<file path="config.mk">
export PLATFORM = sky130hd
export DESIGN_NAME = com_tpram_fifo_ctrl
export DESIGN_NICKNAME = d
export VERILOG_FILES = /design/src/rtl/com_tpram_fifo_ctrl.sv
export SDC_FILE = /design/constraint.sdc
export NUM_CORES = 1
export LEC_CHECK = 0
export BUFFER_PORTS_ARGS = -buffer_cell sky130_fd_sc_hd__buf_2
export CAP_MARGIN = 20
export CELL_PAD_IN_SITES_DETAIL_PLACEMENT = 0
export CELL_PAD_IN_SITES_GLOBAL_PLACEMENT = 1
export CORE_AREA = 5 5 154 112
export CTS_CLUSTER_DIAMETER = 50
export CTS_CLUSTER_SIZE = 28
export DETAILED_ROUTE_END_ITERATION = 6
export DIE_AREA = 0 0 159 117
export PLACE_DENSITY = 0.82
export SYNTH_ARGS = -nofsm -noshare
export SYNTH_HDL_FRONTEND = slang
export SYNTH_SLANG_ARGS = --single-unit
</file>
<file path="constraint.sdc">
create_clock -name clk -period 4.3 [get_ports clk]
set_input_delay 0.86 -clock clk [delete_from_list [all_inputs] [get_ports clk]]
set_output_delay 0.86 -clock clk [all_outputs]
set_load 0.01 [all_outputs]
</file>
<file path="src/rtl/com_tpram_fifo_ctrl.sv">
// Valid/ready stream FIFO built on an external two-port RAM (1-cycle read latency).
// A registered 2-entry output buffer hides the read latency and sustains 1 word/cycle.
module com_tpram_fifo_ctrl #(
    parameter int DATA_W   = 32,
    parameter int DEPTH    = 64,
    parameter int STRB_W   = 1,
    parameter int AFULL_TH = DEPTH,
    localparam int ADDR_W  = $clog2(DEPTH),
    localparam int LVL_W   = $clog2(DEPTH + 3)
) (
    input  logic              clk,
    input  logic              rst_n,
    input  logic              in_valid,
    output logic              in_ready,
    input  logic [DATA_W-1:0] in_data,
    output logic              out_valid,
    input  logic              out_ready,
    output logic [DATA_W-1:0] out_data,
    output logic [LVL_W-1:0]  level,
    output logic              almost_full,
    output logic [STRB_W-1:0] mem_wr_en,
    output logic [ADDR_W-1:0] mem_wr_addr,
    output logic [DATA_W-1:0] mem_wr_data,
    output logic              mem_rd_en,
    output logic [ADDR_W-1:0] mem_rd_addr,
    input  logic [DATA_W-1:0] mem_rd_data
);

    logic [ADDR_W-1:0] wptr;
    logic [ADDR_W-1:0] rptr;
    logic [LVL_W-1:0]  ram_cnt;
    logic              inflight;
    logic [DATA_W-1:0] ob [2];
    logic [1:0]        ob_cnt;

    logic              push;
    logic              pop;
    logic              rd_go;
    logic [2:0]        ob_pending;
    logic [1:0]        ob_base;
    logic [DATA_W-1:0] ob_nxt [2];

    assign in_ready  = rst_n && (ram_cnt < LVL_W'(DEPTH));
    assign push      = in_valid && in_ready;
    assign out_valid = (ob_cnt != 2'd0);
    assign out_data  = ob[0];
    assign pop       = out_valid && out_ready;

    // Buffer slots still needed after this cycle's pop; a read is issued only if one is free.
    assign ob_pending = {1'b0, ob_cnt} + {2'b00, inflight} - {2'b00, pop};
    assign rd_go      = rst_n && (ram_cnt != '0) && (ob_pending < 3'd2);

    assign mem_wr_en   = {STRB_W{push}};
    assign mem_wr_addr = wptr;
    assign mem_wr_data = in_data;
    assign mem_rd_en   = rd_go;
    assign mem_rd_addr = rptr;

    assign level       = ram_cnt + LVL_W'(ob_cnt) + LVL_W'(inflight);
    assign almost_full = (level >= LVL_W'(AFULL_TH));

    // Shift on pop, then land the returning RAM word in the first free slot.
    always_comb begin
        // NOTE: every always_comb output gets a default first so no latch is inferred.
        ob_nxt[0] = ob[0];
        ob_nxt[1] = ob[1];
        ob_base   = ob_cnt;
        if (pop) begin
            ob_nxt[0] = ob[1];
            ob_base   = ob_cnt - 2'd1;
        end
        if (inflight) begin
            if (ob_base == 2'd0) ob_nxt[0] = mem_rd_data;
            else                 ob_nxt[1] = mem_rd_data;
        end
    end

    always_ff @(posedge clk) begin
        if (!rst_n) begin
            // NOTE: the output buffer is reset so out_data reads 0; the RAM itself is never cleared.
            wptr     <= '0;
            rptr     <= '0;
            ram_cnt  <= '0;
            inflight <= 1'b0;
            ob_cnt   <= 2'd0;
            ob[0]    <= '0;
            ob[1]    <= '0;
        end else begin
            // NOTE: non-blocking assignments keep every register update on the same clock edge.
            if (push) wptr <= (wptr == ADDR_W'(DEPTH - 1)) ? '0 : wptr + 1'b1;
            if (rd_go) rptr <= (rptr == ADDR_W'(DEPTH - 1)) ? '0 : rptr + 1'b1;
            ram_cnt  <= ram_cnt + LVL_W'(push) - LVL_W'(rd_go);
            inflight <= rd_go;
            ob_cnt   <= ob_cnt - 2'(pop) + 2'(inflight);
            ob[0]    <= ob_nxt[0];
            ob[1]    <= ob_nxt[1];
        end
    end

`ifdef COM_REPORT_ON
    a_in_valid_known: assert property (@(posedge clk) rst_n |-> !$isunknown(in_valid));
    a_ram_cnt_max:    assert property (@(posedge clk) disable iff (!rst_n) ram_cnt <= LVL_W'(DEPTH));
    a_ob_occupancy:   assert property (@(posedge clk) disable iff (!rst_n)
                                       ({1'b0, ob_cnt} + {2'b00, inflight}) <= 3'd2);
`endif

endmodule

</file>
* Word-level counts from Yosys, hierarchy flattened *
Memory sizes are Yosys's and may differ from the RTL's.
Cells that the tools add are included.
W data, S select, Z words.

storage, ports and cells
  register bits after elaboration = 22
  RAM bits = 64
  input bits = 68
  output and inout port bits = 88
  word-level logic and storage cells = 43
  memories = 1

memories
  memory  words  width  read ports  clocked after Yosys merged registers in  wr ports  RTL line  RTL
  ob      2      32     2           0                                        2         33        logic [DATA_W-1:0] ob [2];

cells by class
  add/sub/neg operators = 11
  order comparisons = 3
  eq/ne operators = 2
  muxes and demuxes = 11
  bitwise logic cells = 2
  reductions and logical operators = 8

operators with widths
  cell                   number
  $mux W32               5
  $mux W64               1
  $add A7 B1 Y7          2
  $add A6 B1 Y6 const B  2
  $eq A6 B6 Y1 const B   2
  $mux W6                2
  $add A7 B2 Y7          1
  $ge A7 B7 Y1 const B   1
  $lt A7 B7 Y1 const B   1
  $reduce_bool A7 Y1     1
  $sub A7 B1 Y7          1
  $logic_and A1 B1 Y1    5
  $add A2 B1 Y3          1
  $lt A3 B2 Y1 const B   1
  $sub A3 B1 Y3          1
  $add A2 B1 Y2          1
  $logic_not A2 Y1       1
  $mux W1                2
  $mux W2                1
  $or A1 B1 Y1           2
  $reduce_bool A2 Y1     1
  $sub A2 B1 Y2          1
  $sub A2 B1 Y2 const B  1

* Depth between registers and ports, before layout *
  word-level depth = 7
  mapped depth = 22
  depth with buffers taken out = 21

* Worst setup path after synthesis *
No wires, ideal clock.

  path type = input -> register
  start = input port out_ready
  end = register ram_cnt[6]
  setup time = 0.062 ns
  arrival = 4.683 ns
  setup slack = -0.445 ns
  cell stages on the path = 19
  cell sequence = nand2_1 -> inv_2 -> clkbuf_1 -> ha_1 -> inv_1 -> ha_1 -> inv_1 -> fa_1 -> nand2_1 -> a211oi_2 -> ha_1 -> inv_1 -> ha_1 -> inv_1 -> fa_1 -> nor2b_1 -> o221ai_1 -> a211o_1 -> nand3_1

between the ends
  cells in the longest elaborated chain, start to end = 5

ends and longest elaborated chain
  what                    RTL line  RTL
  start: declaration      17        input logic out_ready,
  $logic_and A1 B1 Y1     47        assign pop = out_valid && out_ready;
  $sub A3 B1 Y3           50        assign ob_pending = {1'b0, ob_cnt} + {2'b00, inflight} - {2'b00, pop};
  $lt A3 B2 Y1            51        assign rd_go = rst_n && (ram_cnt != '0) && (ob_pending < 3'd2);
  $logic_and A1 B1 Y1     51
  net mem_rd_en           24        output logic mem_rd_en,
  $sub A7 B1 Y7           92        ram_cnt <= ram_cnt + LVL_W'(push) - LVL_W'(rd_go);
  end signal: assignment  92
  end: declaration        31        logic [LVL_W-1:0] ram_cnt;

The timed path passes the listed nets, and every way through them passes these cells.
A chain may end at the register's enable or synchronous reset.

* Final worst setup path *
  start = register ob_cnt[1]
  end = register ram_cnt[6]

between the ends
  cells in the longest elaborated chain, start to end = 6

ends and longest elaborated chain
  what                                                   RTL line  RTL
  start: declaration                                     34        logic [1:0] ob_cnt;
  start signal: assignment                               94        ob_cnt <= ob_cnt - 2'(pop) + 2'(inflight);
  branches (longest 2 deep; another with $add A2 B1 Y3)  n/a
  $sub A3 B1 Y3 (*)                                      50
  $lt A3 B2 Y1 (*)                                       51
  $logic_and A1 B1 Y1 (*)                                51
  $sub A7 B1 Y7 (*)                                      92

Every way passes the cells marked *.

==> impl_metrics.yaml <==
clock_network:
  post_cts_buffers: 0
  clk_pin_slew_ns: 0.06
  ctsHoldBuffers: 0
  cts_resized: 0
  cts_sinks: 86
  cts_tree: "yes"
  htree_levels: 3
  cts_root_buf: "clkbuf_16"
  cts_made_buffers: 9
  insertion_delay_ns: 0.34
  clock_path_buffers: 2
timing:
  slew_viol_final: 0
  rsz0062_at_grt: "false"
  fin_crit_sh_pct: 93.1
  fmax_mhz: 250
  hold_viol_final: 0
  period_minus_slack_ns: 4.00
  relSlewSlack_pct: 40.2
  worst_pin_slew_ns: 0.897
  setup_tns_ns: 0
  finalSetupViolCount: 0
  skew_ns: 0.00386
yosys:
  netlist_instances: 544
  yosysWarnings: 0
  ys_top_cells_by_count: "nand2_1, dfxtp_1, buf_4"
  synth.avg_cell_area_sq_um: 8.39
  syn_nets: 634
  seq_area_frac_synth_pct: 37.7
  yosysTopAreaCell: "dfxtp_1"
  synth_edf_count: 0
  synth-seq-cells: 86
  ys_types: 45
  synth_top_area_share_pct: 37.7
  async_flop_share_pct: 0
  syn_area_sq_mm: 0.00456
  synth.most_common_cell: "nand2_1"
  synthTopCellsByArea: "dfxtp_1, nand2_1, buf_4, mux2i_1, a311oi_1"
  synth_ff_type: "dfxtp_1"
worst_setup_path:
  cp_common_cell: "inv_1"
  r2r-end: "ram_cnt[6]$_SDFF_PN0_"
  path_cells: "inv_1 -> ha_1 -> inv_2 -> nand2_1 -> inv_2 -> ha_4 -> inv_1 -> ha_1 -> inv_1 -> fa_1 -> xor2_1 -> a211oi_4 -> ha_1 -> inv_1 -> ha_1 -> inv_1 -> fa_1 -> nor2b_2 -> o221ai_2 -> a211o_1 -> nand3_1"
  crit_arrival_ns: 4.28
  crit_slowest_cell: "dfxtp_1"
  required_ns: 4.58
  worstSetupEndpointType: "flop"
  r2r_slack_ns: 0.30
  worst-setup-path-type: "reg -> reg"
  critPathMaxStageDelay_ns: 0.46
  r2r_cells: 21
  worst-path-max-fanout: 5
  r2r_start: "ob_cnt[1]$_SDFF_PN0_"
  critPathLaunchType: "flop"
die:
  die_area_sq_mm: 0.0186
  die_y_um: 117
  core_area_sq_mm: 0.0158
  pin_count: 156
  die_w_um: 159
  rows: 39
  start_util_pct: 28.9
route:
  avgViaCountPerCell: 4.47
  vias: 3441
  dr.pass1.iters: 4
  drcViolationCount: 0
  wl_per_cell_um: 13.4
  drtIter0Drc: 108
  drt_wl_total_mm: 10.3
  drt.antenna.violating_nets: 0
final_layout:
  final_nets: 649
  fin_area_sq_mm: 0.00501
  diodes: 0
  drive_above_1_share_pct: 21.6
  layoutNonFillerInstCount: 769
  area_delta_synth_final_pct: 9.82
  postLayoutCoreUtil_pct: 31.8
global_routing:
  grt_pass1_vias: 3267
  grtUsageTotal_pct: 11.3
  antenna_found_initial: 1
  grt_max_degree: 82
  grt_pass1_wl_mm: 16.8
  overflow: 0
place:
  place_inst: 753
  post_dp_cell_area_sq_mm: 0.00473
  port_buffers: 91
  place_congestion: 0.784
  dp_hpwl_mm: 6.95
run_status:
  outcome: "finished, final reports clean"
min_path:
  hp-class: "reg -> reg"
  min-delay-start: "ob[0][43]$_SDFFE_PN0P_"
  hold_path_end: "ob[0][43]$_SDFFE_PN0P_"
  hold_depth: 2
pwr:
  power_density_mw_per_mm2: 678
  leakage_nw: 2.30
  vdd_drop_max_uv: 207
run:
  drv_cap: 0
-- area by class of cell --
type	instances	area, sq um
clock buffer	13	260
inverter	18	67.6
timing repair buffer	98	520
clock inverter	3	18.8
tap	205	256
fill	1670	10800
sequential	86	1720
multi-input combinational	346	2160
-- power breakdown --
| part | leakage, nW | internal [mW] | switching (mW) | total, mW |
|---|---|---|---|---|
| clock network | 0.140 | 0.423 | 0.318 | 0.741 |
| logic | 1.46 | 0.619 | 0.860 | 1.48 |
| registers | 0.702 | 1.02 | 0.157 | 1.18 |
-- worst max-delay path, delay by kind of cell (launching register included) --
family / cells / cell delay [ns]
flip-flops: 1 / 0.46
AND/OR/NAND/NOR: 3 / 0.32
buffers and inverters: 7 / 0.50
XOR/XNOR: 1 / 0.21
AO/OA/AOI/OAI: 3 / 0.72
adder cells (fa/ha/maj): 7 / 1.74
-- state kept, by name, summed over array words and instances, names as in the netlist --
register     count
ram_cnt          7
inflight         1
mem_wr_addr      6
ob              64
ob_cnt           2
mem_rd_addr      6
-- per-stage QoR --
step | total power [mW] | setup WS (ns) | hold slack [ns]
floorplan | 2.42 | 0.000706 | 0.438
global placement | 2.68 | 0.292 | 0.445
detailed placement | 2.69 | 0.179 | 0.454
CTS | 3.45 | 0.284 | 0.462
global route | 3.68 | 0.0470 | 0.478
finish | 3.40 | 0.299 | 0.458
-- how the worst max path moves through the flow --
stage,to,startpoint,depth (start not counted)
after floorplan,ram_cnt[6]$_SDFF_PN0_,out_ready,19
after global placement,ram_cnt[6]$_SDFF_PN0_,out_ready,19
after detailed placement,ram_cnt[5]$_SDFF_PN0_,out_ready,17
after CTS,ram_cnt[6]$_SDFF_PN0_,ob_cnt[1]$_SDFF_PN0_,21
after global routing,ram_cnt[6]$_SDFF_PN0_,ob_cnt[1]$_SDFF_PN0_,21
final,ram_cnt[6]$_SDFF_PN0_,ob_cnt[1]$_SDFF_PN0_,21
-- per-layer routing --
metal	vias to the layer above	routed length, um	global-route usage, %
met5	-	15	0
met4	2	115	3.41
met3	10	573	4.48
met2	75	4200	16.8
met1	1569	5370	15.1
li1	1785	-	-
-- cells in the final DEF, fill, tap and decap left out, types with 2 or more instances in the layout --
| cell type | n |
|---|---|
| fa_1 | 4 |
| a311oi_1 | 32 |
| inv_1 | 15 |
| ha_1 | 17 |
| a21o_1 | 2 |
| nand4_1 | 7 |
| xor2_1 | 5 |
| a21oi_1 | 3 |
| xnor2_1 | 7 |
| clkbuf_1 | 2 |
| buf_4 | 6 |
| clkbuf_16 | 9 |
| inv_2 | 2 |
| nor3_1 | 2 |
| nand2_1 | 143 |
| o21ai_0 | 4 |
| and2_1 | 3 |
| clkinv_2 | 2 |
| nand3_1 | 9 |
| mux2i_1 | 36 |
| nor2_1 | 47 |
| buf_2 | 91 |
| dfxtp_1 | 86 |
| nor4b_1 | 2 |
| clkbuf_8 | 2 |
-- kinds of logic (layout without fill, tap and decap cells) --
kind of cell,Yosys count,count (layout),share of synthesized area [%]
flops,86,86,37.7
compound gates,54,54,9.93
buf+inv,112,132,15.5
mux,36,36,7.90
simple gates,222,222,19.9
xor+xnor,12,12,2.30
fa+ha+maj,22,22,6.69
Note: power is estimated with default switching activity, not from simulation.
